### src/rtl/register_file_pkg.sv
// Shared types and sizes for the architectural register file.
// Holds REG_NUM, ROB_INDEX_BIT and ROB_CAP plus the word/index/tag types.
package register_file_pkg;

   localparam int REG_NUM       = 32;
   localparam int ROB_INDEX_BIT = 4;
   localparam int ROB_CAP       = 1 << ROB_INDEX_BIT;

   typedef logic [31:0]              word_t;
   typedef logic [4:0]               reg_idx_t;
   typedef logic [ROB_INDEX_BIT-1:0] rob_id_t;

   typedef logic [REG_NUM-1:0][31:0]              val_arr_t;
   typedef logic [REG_NUM-1:0]                    busy_arr_t;
   typedef logic [REG_NUM-1:0][ROB_INDEX_BIT-1:0] tag_arr_t;

endpackage

### src/rtl/register_file_if.sv
// Bus between ROB / instruction unit (master) and the register file (slave).
// Carries rdy/clear, dispatch rename, commit and the two operand read ports.
interface register_file_if;
   import register_file_pkg::*;

   logic     rdy_in;
   logic     clear_in;
   logic     issue_req;
   reg_idx_t issue_rd;
   rob_id_t  issue_rob_id;
   reg_idx_t commit_rd;
   word_t    commit_val;
   rob_id_t  commit_rob_id;
   reg_idx_t rs1_idx;
   reg_idx_t rs2_idx;
   word_t    rs1_val;
   word_t    rs2_val;
   logic     rs1_has_dep;
   logic     rs2_has_dep;
   rob_id_t  rs1_dep;
   rob_id_t  rs2_dep;

   modport master (
      output rdy_in, clear_in,
      output issue_req, issue_rd, issue_rob_id,
      output commit_rd, commit_val, commit_rob_id,
      output rs1_idx, rs2_idx,
      input  rs1_val, rs2_val,
      input  rs1_has_dep, rs2_has_dep,
      input  rs1_dep, rs2_dep
   );

   modport slave (
      input  rdy_in, clear_in,
      input  issue_req, issue_rd, issue_rob_id,
      input  commit_rd, commit_val, commit_rob_id,
      input  rs1_idx, rs2_idx,
      output rs1_val, rs2_val,
      output rs1_has_dep, rs2_has_dep,
      output rs1_dep, rs2_dep
   );

endinterface

### src/rtl/register_file_rf_read_port.sv
// rf_read_port: combinational operand lookup with commit bypass.
// In: idx, register state arrays, commit inputs. Out: val, has_dep, dep.
module rf_read_port
   import register_file_pkg::*;
(
   input  reg_idx_t  idx,
   input  val_arr_t  val,
   input  busy_arr_t busy,
   input  tag_arr_t  tag,
   input  reg_idx_t  commit_rd,
   input  word_t     commit_val,
   input  rob_id_t   commit_rob_id,
   output word_t     val_o,
   output logic      has_dep,
   output rob_id_t   dep
);

   always_comb begin
      val_o   = '0;
      has_dep = 1'b0;
      dep     = '0;
      if (idx != '0) begin
         if (!busy[idx]) begin
            val_o = val[idx];
         end else if (commit_rd == idx &&
                      tag[idx] == commit_rob_id) begin
            // producer is retiring right now
            val_o = commit_val;
         end else begin
            has_dep = 1'b1;
            dep     = tag[idx];
         end
      end
   end

endmodule

### src/rtl/register_file.sv
// Architectural register file with ROB rename tags and two read ports.
// Ports: clk_in, rst_in (sync, active-high), bus (slave modport);
// with RF_DBG_EN defined also dbg_a0 and dbg_write_cnt outputs.
module register_file
   import register_file_pkg::*;
(
   input  logic             clk_in,
   input  logic             rst_in,
   register_file_if.slave   bus
`ifdef RF_DBG_EN
   ,
   output word_t            dbg_a0,
   output logic [31:0]      dbg_write_cnt
`endif
);

   val_arr_t  val_q, val_d;
   busy_arr_t busy_q, busy_d;
   tag_arr_t  tag_q, tag_d;

   logic commit_en;
   assign commit_en = bus.rdy_in && (bus.commit_rd != '0);

   always_comb begin
      val_d  = val_q;
      busy_d = busy_q;
      tag_d  = tag_q;
      if (bus.rdy_in) begin
         if (commit_en) begin
            val_d[bus.commit_rd] = bus.commit_val;
            // a younger rename keeps the register busy
            if (busy_q[bus.commit_rd] &&
                tag_q[bus.commit_rd] == bus.commit_rob_id)
               busy_d[bus.commit_rd] = 1'b0;
         end
         if (bus.clear_in) begin
            busy_d = '0;
         end else if (bus.issue_req && bus.issue_rd != '0) begin
            busy_d[bus.issue_rd] = 1'b1;
            tag_d[bus.issue_rd]  = bus.issue_rob_id;
         end
      end
   end

   always_ff @(posedge clk_in) begin
      if (rst_in) begin
         val_q  <= '0;
         busy_q <= '0;
         tag_q  <= '0;
      end else begin
         val_q  <= val_d;
         busy_q <= busy_d;
         tag_q  <= tag_d;
      end
   end

   rf_read_port u_rs1 (
      .idx           (bus.rs1_idx),
      .val           (val_q),
      .busy          (busy_q),
      .tag           (tag_q),
      .commit_rd     (bus.commit_rd),
      .commit_val    (bus.commit_val),
      .commit_rob_id (bus.commit_rob_id),
      .val_o         (bus.rs1_val),
      .has_dep       (bus.rs1_has_dep),
      .dep           (bus.rs1_dep)
   );

   rf_read_port u_rs2 (
      .idx           (bus.rs2_idx),
      .val           (val_q),
      .busy          (busy_q),
      .tag           (tag_q),
      .commit_rd     (bus.commit_rd),
      .commit_val    (bus.commit_val),
      .commit_rob_id (bus.commit_rob_id),
      .val_o         (bus.rs2_val),
      .has_dep       (bus.rs2_has_dep),
      .dep           (bus.rs2_dep)
   );

`ifdef RF_DBG_EN
   logic [31:0] cnt_q, cnt_d;

   always_comb begin
      cnt_d = cnt_q;
      if (commit_en)
         cnt_d = cnt_q + 32'd1;
   end

   always_ff @(posedge clk_in) begin
      if (rst_in)
         cnt_q <= '0;
      else
         cnt_q <= cnt_d;
   end

   assign dbg_a0        = val_q[10];
   assign dbg_write_cnt = cnt_q;
`endif

endmodule

### src/flat_wrapper.sv
// flat-port wrapper written by rule: the top's interface ports become plain ports
module register_file_flat import register_file_pkg::*;
  (clk_in, rst_in, bus_rdy_in, bus_clear_in, bus_issue_req, bus_issue_rd, bus_issue_rob_id, bus_commit_rd, bus_commit_val, bus_commit_rob_id, bus_rs1_idx, bus_rs2_idx, bus_rs1_val, bus_rs2_val, bus_rs1_has_dep, bus_rs2_has_dep, bus_rs1_dep, bus_rs2_dep);
  register_file_if bus_i ();
  input  logic clk_in;
  input  logic rst_in;
  input wire logic [$bits(bus_i.rdy_in)-1:0] bus_rdy_in;
  input wire logic [$bits(bus_i.clear_in)-1:0] bus_clear_in;
  input wire logic [$bits(bus_i.issue_req)-1:0] bus_issue_req;
  input wire logic [$bits(bus_i.issue_rd)-1:0] bus_issue_rd;
  input wire logic [$bits(bus_i.issue_rob_id)-1:0] bus_issue_rob_id;
  input wire logic [$bits(bus_i.commit_rd)-1:0] bus_commit_rd;
  input wire logic [$bits(bus_i.commit_val)-1:0] bus_commit_val;
  input wire logic [$bits(bus_i.commit_rob_id)-1:0] bus_commit_rob_id;
  input wire logic [$bits(bus_i.rs1_idx)-1:0] bus_rs1_idx;
  input wire logic [$bits(bus_i.rs2_idx)-1:0] bus_rs2_idx;
  output wire logic [$bits(bus_i.rs1_val)-1:0] bus_rs1_val;
  output wire logic [$bits(bus_i.rs2_val)-1:0] bus_rs2_val;
  output wire logic [$bits(bus_i.rs1_has_dep)-1:0] bus_rs1_has_dep;
  output wire logic [$bits(bus_i.rs2_has_dep)-1:0] bus_rs2_has_dep;
  output wire logic [$bits(bus_i.rs1_dep)-1:0] bus_rs1_dep;
  output wire logic [$bits(bus_i.rs2_dep)-1:0] bus_rs2_dep;
  assign bus_i.rdy_in = bus_rdy_in;
  assign bus_i.clear_in = bus_clear_in;
  assign bus_i.issue_req = bus_issue_req;
  assign bus_i.issue_rd = bus_issue_rd;
  assign bus_i.issue_rob_id = bus_issue_rob_id;
  assign bus_i.commit_rd = bus_commit_rd;
  assign bus_i.commit_val = bus_commit_val;
  assign bus_i.commit_rob_id = bus_commit_rob_id;
  assign bus_i.rs1_idx = bus_rs1_idx;
  assign bus_i.rs2_idx = bus_rs2_idx;
  assign bus_rs1_val = bus_i.rs1_val;
  assign bus_rs2_val = bus_i.rs2_val;
  assign bus_rs1_has_dep = bus_i.rs1_has_dep;
  assign bus_rs2_has_dep = bus_i.rs2_has_dep;
  assign bus_rs1_dep = bus_i.rs1_dep;
  assign bus_rs2_dep = bus_i.rs2_dep;
  register_file u_core (.clk_in(clk_in), .rst_in(rst_in), .bus(bus_i));
endmodule
### config.mk
export PLATFORM = sky130hd
export DESIGN_NAME = register_file_flat
export DESIGN_NICKNAME = d
export VERILOG_FILES = /design/src/rtl/register_file_pkg.sv /design/src/rtl/register_file_if.sv /design/src/rtl/register_file_rf_read_port.sv /design/src/rtl/register_file.sv /design/src/flat_wrapper.sv
export SDC_FILE = /design/constraint.sdc
export NUM_CORES = 2
export LEC_CHECK = 0
export CORE_ASPECT_RATIO = 0.75
export CORE_MARGIN = 8
export CORE_UTILIZATION = 57
export DETAILED_ROUTE_END_ITERATION = 16
export PLACE_DENSITY_LB_ADDON = 0.3
export SLEW_MARGIN = 20
export SYNTH_ARGS = -nofsm -noshare
export SYNTH_HDL_FRONTEND = slang
export SYNTH_SLANG_ARGS = --single-unit
### constraint.sdc
create_clock -name clk_in -period 6.37 [get_ports clk_in]
set_input_delay 1.5925 -clock clk_in [delete_from_list [all_inputs] [get_ports clk_in]]
set_output_delay 1.5925 -clock clk_in [all_outputs]
set_load 0.01 [all_outputs]
---- After elaboration in Yosys (flattened, before gate mapping) ----
Cells that the tools add are included.
operators by class
  bitwise operators ....................... 4
  $lt $le $gt $ge ......................... 6
  divide/modulo/power cells ............... 0
  reduce and logical (&&, ||, !) cells .... 13
  multipliers ............................. 0
  shifts and indexed selects .............. 0
  $add $sub $neg .......................... 0
  multiplexer cells ....................... 49
  eq/ne operators ......................... 5
operators by type and width
  kind                                                                   number
  1024-bit bitwise mux                                                   1
  32-bit 2-to-1 mux                                                      14
  32-bit binary-select mux with 5-bit select                             2
  32-bit demux with 5-bit select                                         1
  128-bit bitwise mux                                                    1
  4-bit binary-select mux with 5-bit select                              3
  4-bit 2-to-1 mux                                                       10
  32-bit bitwise AND                                                     1
  32-bit NOT                                                             1
  32-bit bitwise OR                                                      1
  5-bit by 6-bit < comparator with 1-bit output, second input constant   4
  4-bit demux with 5-bit select                                          1
  5-bit nonzero test                                                     4
  1-bit binary-select mux with 5-bit select                              3
  4-bit equality test                                                    3
  1-bit 2-to-1 mux                                                       11
  1-bit demux with 5-bit select                                          2
  5-bit equality test                                                    2
  5-bit by 1-bit >= comparator with 1-bit output, second input constant  2
  1-bit logical AND                                                      7
  3-bit AND reduction                                                    1
  2-bit AND reduction                                                    1
  1-bit NOT                                                              1
word-level totals
  output and inout bits ................... 74
  flip-flop bits (word level) ............. 1,184
  RAM bits ................................ 0
  latch bits .............................. 0
  input port bits ......................... 65
  word-level logic and storage cells ...... 142
  memory bits (read-only) ................. 0
  memories ................................ 0

---- Depth between registers and ports, before layout ----
  word-level depth ........................ 12
  gate-level depth with buffers ........... 15
  mapped depth without buffers ............ 7

---- Hierarchy ----
Synthesis repeated with hierarchy kept, for this count alone.
unflattened totals
  cells, all modules ...................... 7,200
  area, all modules ....................... 62,975.4 um^2
modules (own cells, without submodules)
  module         area an instance (um^2)  cells each  times used  seq. area each (um^2)
  register_file  42,761.0                 5,404       1           23,702.7
  rf_read_port   10,107.2                 898         2           0.0

---- Least setup slack after synthesis ----
No wires, ideal clock.
  path type ............................... in2out
  from .................................... input bus_rs2_idx[1]
  to ...................................... output bus_rs2_val[13]
  data arrival time ....................... 4,017 ps
  cell stages on the path ................. 11
  slack ................................... 761 ps
  path buffers ............................ 6
  data required time ...................... 4,777 ps
  path through ............................ buf_2 > buf_4 > buf_2 > buf_2 > buf_4 > clkbuf_1 > mux4_2 > mux4_2 > a21oi_1 > nor2_1 > a31o_1
on the way
  longest elaborated chain between the ends .. 7
  elaborated cells on any way between the ends .. 13
  those cells by class .................... eq/ne: 2; mux: 9; reduce/logical: 2
RTL lines
  element                                    RTL line                          source
  start: declaration                         flat_wrapper.sv:16                input wire logic [$bits(bus_i.rs2_idx)-1:0] bus_rs2_idx;
  4-bit binary-select mux with 5-bit select  register_file_rf_read_port.sv:26  tag[idx] == commit_rob_id) begin
  4-bit 2-to-1 mux (implied by the code)     register_file_rf_read_port.sv:26
  4-bit equality test                        register_file_rf_read_port.sv:26
  1-bit logical AND                          register_file_rf_read_port.sv:25  end else if (commit_rd == idx &&
  32-bit 2-to-1 mux                          register_file_rf_read_port.sv:25
  32-bit 2-to-1 mux                          register_file_rf_read_port.sv:23  if (!busy[idx]) begin
  32-bit 2-to-1 mux (*)                      register_file_rf_read_port.sv:22  if (idx != '0) begin
  end: declaration                           flat_wrapper.sv:18                output wire logic [$bits(bus_i.rs2_val)-1:0] bus_rs2_val;
Every way passes the cells marked *; elsewhere a longest branch is shown, timed or not. The select of a mux whose other input is x is not followed.

---- Final worst setup path ----
  from .................................... input bus_rs1_idx[0]
  to ...................................... output bus_rs1_val[23]
on the way
  longest elaborated chain between the ends .. 7
  elaborated cells on any way between the ends .. 13
  those cells by class .................... eq/ne: 2; mux: 9; reduce/logical: 2
RTL lines
  element                                    RTL line                          source
  start: declaration                         flat_wrapper.sv:15                input wire logic [$bits(bus_i.rs1_idx)-1:0] bus_rs1_idx;
  4-bit binary-select mux with 5-bit select  register_file_rf_read_port.sv:26
  4-bit 2-to-1 mux (implied by the code)     register_file_rf_read_port.sv:26
  4-bit equality test                        register_file_rf_read_port.sv:26
  1-bit logical AND                          register_file_rf_read_port.sv:25
  32-bit 2-to-1 mux                          register_file_rf_read_port.sv:25
  32-bit 2-to-1 mux                          register_file_rf_read_port.sv:23
  32-bit 2-to-1 mux (*)                      register_file_rf_read_port.sv:22
  end: declaration                           flat_wrapper.sv:17                output wire logic [$bits(bus_i.rs1_val)-1:0] bus_rs1_val;
Marks and branches as above.

==> metrics.txt <==
Crit path top cell by count buf_12; area leader, netlist dfxtp_1; Final nets 7074; fin crit period 6.443 ns; crit-path cells buf_8 > buf_12 > mux4_2 > mux2i_2 > and3_1 > a311oi_1 > buf_4 > xor2_4 > nor4_4 > buf_12 > clkbuf_16 > a31o_1 > clkdlybuf4s15_1; grt met3 use 0.1867; total CTS buffers 115; Crit. End Element output port; mean routed wirelength per cell 30.06 um; Post-synth EDFFs 0; Area after DPL 0.06658 mm^2; P_int 12.41 mW; busiest grt layer met1; Reg clk slew, reported paths 0.06 ns; synthesized flop and latch total 1184; row count 105; worst setup margin -0.07252 ns; post-synth top area share 0.3759; DRC viols 0; most numerous cell in the Yosys netlist nand2_1; switching power 4.378 mW; relative slew slack 0.1092; Area Growth Syn to Fin 12.30%; Critical-path top delay cell mux4_2; DRT Wirelength 257500 um; Tot GR Track Use 0.4025; met2 global-route usage 0.5395; initial antenna violation count 12; gp weighted congestion 1.023; Reg power frac 0.446; die area 0.1216 mm^2; clock power share 0.446; design area 0.07082 mm^2; Die Width 400.1 um; First DRT Iteration DRCs 10.66k; P per Cell Area 237.0 mW/mm^2; Vias 60.60k; Avg Inst Size Synth 8.780 um^2; status finished with violations; R2R setup slack 3.45 ns; CP max FO 24; Async S/R FF share, synth 0; Final Hold Fails 0; Layout Skew 0.01926 ns; vias in the first global route 56.27k; reg-to-reg endpoint u_core.busy_q[14]$_SDFFE_PP0P_; sequential area share after synthesis 0.3759; sw frac 0.2609; first-pass GRT wire length 370800 um; Via density 7.074; worst hold path class flip-flop to flip-flop; crit path capture bus_rs1_val[23]; CTS root buf clkbuf_16; Routed Antenna Nets 0; Crit path buffers/inverters 6; Core Util, Final 0.6464; Clk Latency, worst-skew pair 0.74 ns; Yosys cell types 70; syn nets 7247; Max Fclk 155.2 MHz; Post-Syn Area 0.06306 mm^2; worst r2r src u_core.tag_q[25]$_SDFFE_PP0P_; WP data required 4.78 ns; largest cells by area after synthesis dfxtp_1, mux4_2, nand2_1; worst-margin pin slew 1.333 ns; Max IR drop VDD 0.2371 mV; hold_buf cts 0; crit path launch bus_rs1_idx[0]; detailed-placement wirelength estimate 161100 um; share of layout cells above drive strength 1 0.1728; placeable core region 0.1096 mm^2; met1 GRT Util 0.5441; commonest cells in the netlist nand2_1, a21oi_1, dfxtp_1, clkbuf_1, mux4_2; Clock Path Buffers 3; Crit Path Category primary input to output port; violated checks setup timing; gr ovfl total 0; Die Ht 304.1 um; CTS H-tree depth 3; io pins 139; CP delay by family, top buffers and inverters; Post-Syn Instances 7182; Leak 23.63 nW; Synthesis Warnings 0; top_reg_cell synth dfxtp_1; Pre-antenna DRT Iters 10; largest net degree at the start of global routing 223; stages on the worst setup path 13; slowest stage delay, CP 0.54 ns; CTS tree yes; I/O Buffers 138; reported max-cap violation count 0; Final period util 1.011; startpoint types primary input; CTS Sinks 1184; fin. max-slew vios 0; cells on worst reg2reg path 8; Initial Util 0.5755; RSZ-0062 raised after global routing true; Logic pwr share 0.108; final setup fails 2; crit path DAT 4.85 ns
layout make-up:
type / instances / area, um^2
diodes: 14 / 35.03
well taps: 1444 / 1807
multi-input cells: 5230 / 36520
fillers: 8953 / 38750
clock inverters: 48 / 683.2
flip-flops and latches: 1184 / 23700
repair buffers: 473 / 4618
clock buffers: 168 / 3431
inverters: 5 / 21.27
power groups by stage:
| stage | logic [mW] | clock network [mW] | registers [mW] |
|---|---|---|---|
| global placement | 1.71 | 0 | 7.65 |
| finish | 1.81 | 7.49 | 7.49 |
| detailed placement | 1.72 | 0 | 7.65 |
| CTS | 1.72 | 7.47 | 7.49 |
| global route | 1.83 | 7.79 | 7.49 |
| floorplan | 1.03 | 0 | 7.64 |
state kept, by name, indices dropped and copies added, names as in the netlist:
register / cells
u_core.val_q: 1024
u_core.tag_q: 128
u_core.busy_q: 32
logic make-up after synthesis:
family          share of synthesized area
mux                                0.2530
xor+xnor                         0.002500
flops                              0.3759
buf+inv                           0.05331
simple gates                       0.1648
compound gates                     0.1505
through the flow:
step           hold slack, ns  setup slack [ns]  instances  power [mW]  TNS [ns]
6_report               0.4645          -0.07252       8566       16.78   -0.1118
5_1_grt                0.4804           -0.1113       8552       17.11   -0.2079
4_1_cts                0.4649        0.00003020       8546       16.68         0
3_5_place_dp           0.4563          -0.08110       8329       9.371    -1.750
3_3_place_gp           0.4478         0.0004148       8329       9.360         0
2_1_floorplan          0.4429            0.7607       7182       8.672         0
worst min path at each step:
stage                                            endpoint  slack (ns)                       startpoint  cells after the start
final                      u_core.val_q[359]$_SDFFE_PP0P_        0.46   u_core.val_q[359]$_SDFFE_PP0P_                      2
after CTS                  u_core.val_q[241]$_SDFFE_PP0P_        0.46   u_core.val_q[241]$_SDFFE_PP0P_                      2
after global routing       u_core.val_q[835]$_SDFFE_PP0P_        0.48   u_core.val_q[835]$_SDFFE_PP0P_                      2
after global placement    u_core.val_q[1008]$_SDFFE_PP0P_        0.45  u_core.val_q[1008]$_SDFFE_PP0P_                      2
after detailed placement   u_core.val_q[241]$_SDFFE_PP0P_        0.46   u_core.val_q[241]$_SDFFE_PP0P_                      2
after floorplan            u_core.val_q[190]$_SDFFE_PP0P_        0.44   u_core.val_q[190]$_SDFFE_PP0P_                      2
what timing repair did:
item	4_1_cts	5_1_grt
pin swaps	1	6
gates cloned	0	1
setup endpoints to repair	33	41
endpoints found under the hold margin	0	0
buffers inserted	1	5
resized for setup	35	86
placed cells by master (no fill, tap or decap), types with 22 or more instances in the layout:
cell / instances
nand2_1: 2157
a21oi_1: 1271
dfxtp_1: 1184
mux4_2: 539
mux2i_1: 369
buf_4: 273
clkbuf_16: 119
nor2_1: 110
o21ai_0: 95
clkdlybuf4s50_1: 82
nand3_1: 81
a22oi_1: 77
buf_12: 65
a31o_1: 63
nor2b_1: 56
a221oi_1: 38
nor4_1: 33
nor2_4: 31
nand2_2: 29
clkbuf_8: 29
clkbuf_2: 29
o211ai_1: 22
tightest hold or removal path: cells and delay by family (launching register included):
family | cells | cell delay [ns]
flops | 1 | 0.31
simple gates | 1 | 0.05
compound gates | 1 | 0.05
metal layers:
metal / wire, um / share of wire
met1: 92510 / 0.36
met2: 102100 / 0.40
met3: 47440 / 0.18
met4: 14910 / 0.058
met5: 460 / 0.0018
(Power assumes the default switching activity.)
